--- src/rtl/ratio_clk_pkg.sv ---
// Shared constants for the ratio-driven clock divider.
package ratio_clk_pkg;

  // Default width of the ratio word and of the half-period counter.
  localparam int RATIO_GRADE_DEFAULT = 5;

  // Flop depth of the enable synchronizer used when en_i is asynchronous.
  localparam int SYNC_STAGES = 2;

endpackage : ratio_clk_pkg

--- src/rtl/ratio_clk_sync.sv ---
// N-flop single-bit synchronizer with asynchronous active-high reset.
// Brings a control bit from a foreign domain into clk_i. The output is 0
// during reset and for STAGES edges after release.
module ratio_clk_sync #(
  parameter int STAGES = 2
) (
  input  logic clk_i,
  input  logic arst_i,
  input  logic d_i,
  output logic q_o
);

  logic [STAGES-1:0] sync_q;

  // Shift the input through the flop chain; the oldest sample is the output.
  always_ff @(posedge clk_i or posedge arst_i) begin
    if (arst_i) begin
      sync_q <= '0;
    end else begin
      sync_q <= {sync_q[STAGES-2:0], d_i};
    end
  end

  assign q_o = sync_q[STAGES-1];

endmodule : ratio_clk_sync

--- src/rtl/ratio_clock.sv ---
// Ratio-driven clock divider.
// Produces a 50% duty clock with a half-period of (ratio_q + 1) source cycles.
// ratio_i is latched only when the output toggles, so every half-period is
// complete and uses one ratio value. That makes run-time ratio changes
// glitch-free.
// Build option RATIO_CLK_EN_SYNC_EN: when defined, en_i passes through a
// two-flop synchronizer before use. This adds 2 cycles of enable and disable
// latency. When undefined, en_i must be synchronous to clk_i.
module ratio_clock
  import ratio_clk_pkg::*;
#(
  parameter int RATIO_GRADE = RATIO_GRADE_DEFAULT
) (
  input  logic                   clk_i,
  input  logic                   arst_i,
  input  logic                   en_i,
  input  logic [RATIO_GRADE-1:0] ratio_i,
  output logic                   ratio_clk_o
);

  logic                   en_eff;
  logic [RATIO_GRADE-1:0] cnt;
  logic [RATIO_GRADE-1:0] cnt_d;
  logic [RATIO_GRADE-1:0] ratio_q;
  logic [RATIO_GRADE-1:0] ratio_d;
  logic                   clk_q;
  logic                   clk_d;

`ifdef RATIO_CLK_EN_SYNC_EN
  // en_i comes from another domain: resynchronize it before it gates the counter.
  ratio_clk_sync #(
    .STAGES (SYNC_STAGES)
  ) u_en_sync (
    .clk_i  (clk_i),
    .arst_i (arst_i),
    .d_i    (en_i),
    .q_o    (en_eff)
  );
`else
  assign en_eff = en_i;
`endif

  // Next-state logic: count out the half-period, then toggle and latch the new ratio.
  always_comb begin
    // NOTE: every output gets a default first, so no path through the block can infer a latch.
    cnt_d   = cnt;
    ratio_d = ratio_q;
    clk_d   = clk_q;
    if (!en_eff) begin
      // Idle: the output is held low and the counter is cleared. The ratio
      // tracks the input, so the first high phase after enable uses the
      // current ratio.
      cnt_d   = '0;
      clk_d   = 1'b0;
      ratio_d = ratio_i;
    end else if (cnt == ratio_q) begin
      // Half-period boundary: this is the only point where ratio_i is sampled.
      cnt_d   = '0;
      clk_d   = ~clk_q;
      ratio_d = ratio_i;
    end else begin
      // cnt stops at ratio_q, so it never wraps, even at the maximum ratio.
      cnt_d   = cnt + RATIO_GRADE'(1);
    end
  end

  // State register. The output comes straight from clk_q, so ratio_clk_o has no combinational glitches.
  always_ff @(posedge clk_i or posedge arst_i) begin
    if (arst_i) begin
      cnt     <= '0;
      ratio_q <= '0;
      clk_q   <= 1'b0;
    end else begin
      // NOTE: sequential state uses non-blocking assignments, so all flops update together.
      cnt     <= cnt_d;
      ratio_q <= ratio_d;
      clk_q   <= clk_d;
    end
  end

  assign ratio_clk_o = clk_q;

endmodule : ratio_clock

--- config.mk ---
export PLATFORM = sky130hd
export DESIGN_NAME = ratio_clock
export DESIGN_NICKNAME = d
export VERILOG_FILES = /design/src/rtl/ratio_clk_pkg.sv /design/src/rtl/ratio_clk_sync.sv /design/src/rtl/ratio_clock.sv
export SDC_FILE = /design/constraint.sdc
export NUM_CORES = 1
export LEC_CHECK = 0
export ABC_AREA = 1
export CAP_MARGIN = 10
export CELL_PAD_IN_SITES_DETAIL_PLACEMENT = 0
export CELL_PAD_IN_SITES_GLOBAL_PLACEMENT = 2
export CORE_ASPECT_RATIO = 0.9
export CORE_MARGIN = 3
export CORE_UTILIZATION = 30
export CTS_BUF_LIST = sky130_fd_sc_hd__clkbuf_16
export CTS_CLUSTER_SIZE = 30
export DETAILED_ROUTE_END_ITERATION = 10
export PLACE_DENSITY = 0.72
export RECOVER_POWER = 25
export SLEW_MARGIN = 20
export SYNTH_ARGS = -nofsm -noshare
export SYNTH_HDL_FRONTEND = slang
export SYNTH_HIERARCHICAL = 1
export SYNTH_SLANG_ARGS = --single-unit
--- constraint.sdc ---
create_clock -name clk_i -period 1.7 [get_ports clk_i]
set_clock_uncertainty 0.1 [all_clocks]
set_input_delay 0.255 -clock clk_i [delete_from_list [all_inputs] [get_ports clk_i]]
set_output_delay 0.255 -clock clk_i [all_outputs]
set_load 0.01 [all_outputs]
==> flow_summary.ini <==
[power_and_ir_drop]
p_leak_uw = 0.0003794
p_per_area_mw_per_mm2 = 1162
fin_total_pwr_uw = 899.8
peakVddDrop_v = 0.0004764

[clock_network]
cts_buffers = 3
worst_skew_pair.late_latency_ns = 0.23
clock_path_buffers = 2
cts.reportedPaths.clkPinSlew_ns = 0.04
cts_setup_buffers = 0
cts.sinks = 11
htree_levels = 1
root_buffer = clkbuf_16
holdBufCountCts = 0
ctsResizeCount = 0
cts_tree = yes

[global_routing]
grtUsageTotal = 0.09108
grt_pass1_vias = 418
grt_max_degree = 12
grt.overflow.total = 0
grt_antenna_before_repair = 0
grt_pass1_wl_um = 1718

[critical_path]
cp_cell_sequence = clkdlybuf4s50_1
reg2reg_from = cnt[0]
r2r_setup_slack_ns = 0.38
critPathCaptureType = output pin
critPathKind = flop to output pin
timing.rr.end = ratio_q[3]
cpPeakStageDelay_ns = 0.55
crit_start = ratio_clk_o
cpLargestDelayFamily = buffers and inverters
startpoint_type = flop
worstPathBufferInverterCount = 1
worstPathMaxFanout = 3
cp_data_arrival_time_ns = 1.14
worstPathRequired_ns = 1.34
reg2regPathDepth = 8
slowest_stage = clkdlybuf4s50_1

[sta]
finalHoldViolCount = 0
period_minus_slack_ns = 1.493
setup_viol = 0
slew-limit-headroom = 0.7182
fin_tns_setup_ns = 0
fmax_ghz = 0.6698
rsz0062_at_grt = no
finalCritPeriodShare = 0.8783
tightestPinTransition_ns = 0.4222
drv_slew = 0

[floorplan]
fp.dieArea_mm2 = 0.002604
io_pins = 9
start_util = 0.3403
rows = 14
fp.dieW_um = 53.46
die_h_um = 48.71
coreArea_mm2 = 0.001787

[placement]
gp_congestion = 0.6702
dpl-instance-area_um2 = 695.7
io_buffers = 8
hpwlAfterDp_um = 764.5
dp.cells = 101

[routing]
vias = 425
drt-initial-drc-count = 3
detail-route-antenna-nets = 0
wl_um = 977
drt-vias-per-instance = 4.048
dr.pass1.iters = 2
drc = 0
detail_route.wl_per_cell_um = 9.305

[layout]
final-instance-count-excl-fill = 105
final_cell_area_um2 = 774.5
utilization = 0.4335
antennaDiodeCount = 0
drive_gt1_frac = 0.2346
syn2layout_area_growth_pct = 27.37
final_nets = 91
nFillCells = 188

[logic_synthesis]
syn-cell-area_um2 = 608.1
synth-seq-area-share = 0.4527
ys_types = 15
ys_ff_latch = 11
synthCells = 71
synth_fp_nets = 80
synth_top_family_by_area = simple AND/OR/NAND/NOR gates
synth_xor_area_frac = 0.05761
yosys-mux-area-fraction = 0
synth_fa_ha_area_frac = 0.02058
yosys_warnings = 6
syn_avg_cell_area_um2 = 8.565
synth-simple-area-share = 0.3642
synth-compound-area-share = 0

[outcome]
outcome = finished clean

[flow_run]
cap_violations = 0

[hold_path]
hold_path_class = input pin to async pin
[cells in the final DEF, fill, tap and decap left out]
master,instances
xor2_1,2
nand2_1,13
clkdlybuf4s50_1,7
nor2_2,2
nand2_2,11
clkbuf_16,3
dfrtp_1,11
nand3_1,8
dlygate4sd3_1,1
xnor2_1,2
nand2_4,1
nand3_4,1
inv_2,1
inv_1,11
ha_1,1
nor2_1,6
[worst reg2reg max path: stages (launching register included)]
cell and delay, ns:
dfrtp_1 0.41, inv_1 0.06, nand2_1 0.05, nand2_1 0.06, nor2_2 0.15, nand3_4 0.13
nand2_4 0.17, nand2_1 0.07, nand2_1 0.05
[per-layer routing]
layer	vias up	track usage	wire length [um]
met3	0	0.02761	49
met4	0	0.03830	0
li1	233	-	-
met5	-	0	0
met1	185	0.1228	471
met2	7	0.1327	455
[how the worst max path moves through the flow]
stage | endpoint | cells after the start
detailed placement | ratio_q[3] | 4
global route | ratio_clk_o | 1
floorplan | cnt[0] | 5
global placement | ratio_q[3] | 4
finish | ratio_clk_o | 1
CTS | ratio_clk_o | 1
[where the power goes]
part | total [uW] | internal (uW) | switching, uW
clock | 413 | 308 | 105
sequential | 326 | 295 | 30.7
combinational | 161 | 72.2 | 88.6
total | 900 | 675 | 225
[cell families (layout without fill, tap and decap cells)]
group,after synthesis,in the layout
buffers and inverters,13,23
flip-flops,11,11
AND/OR/NAND/NOR,42,42
XOR/XNOR,4,4
adder cells (fa/ha/maj),1,1
[synthesized netlist by cell type]
cell | n | area, um2
buf_4 | 1 | 7.510
nand2_4 | 1 | 11.26
nor2_2 | 2 | 12.51
nand3_1 | 8 | 40.04
nand3_4 | 1 | 17.52
nand2_1 | 13 | 48.80
nand2_2 | 11 | 68.82
buf_8 | 1 | 15.01
inv_1 | 10 | 37.54
ha_1 | 1 | 12.51
dfrtp_1 | 11 | 275.3
xor2_1 | 2 | 17.52
nor2_1 | 6 | 22.52
xnor2_1 | 2 | 17.52
inv_2 | 1 | 3.750
[metrics by stage]
stage                     setup WS (ns)  hold WS [ns]
after floorplan                  0.4654      0.007438
after global placement           0.2717        0.4172
after detailed placement         0.2516        0.4164
after CTS                        0.1941        0.2371
after global routing             0.1539        0.4147
final                            0.2069        0.3513
[sequential cells by signal, indices dropped and copies added (netlist names)]
| name | count |
|---|---|
| cnt | 5 |
| ratio_clk_o | 1 |
| ratio_q | 5 |
[area by class of cell]
class	instances	area (um2)	share of cell area
clock buffers	3	75.07	0.09693
clock inverters	1	3.754	0.004847
inverters	11	41.29	0.05331
multi-input cells	47	269.0	0.3473
flip-flops and latches	11	275.3	0.3554
well taps	24	30.03	0.03877
repair buffers	8	80.08	0.1034
Power figures use the tool's default switching activity.
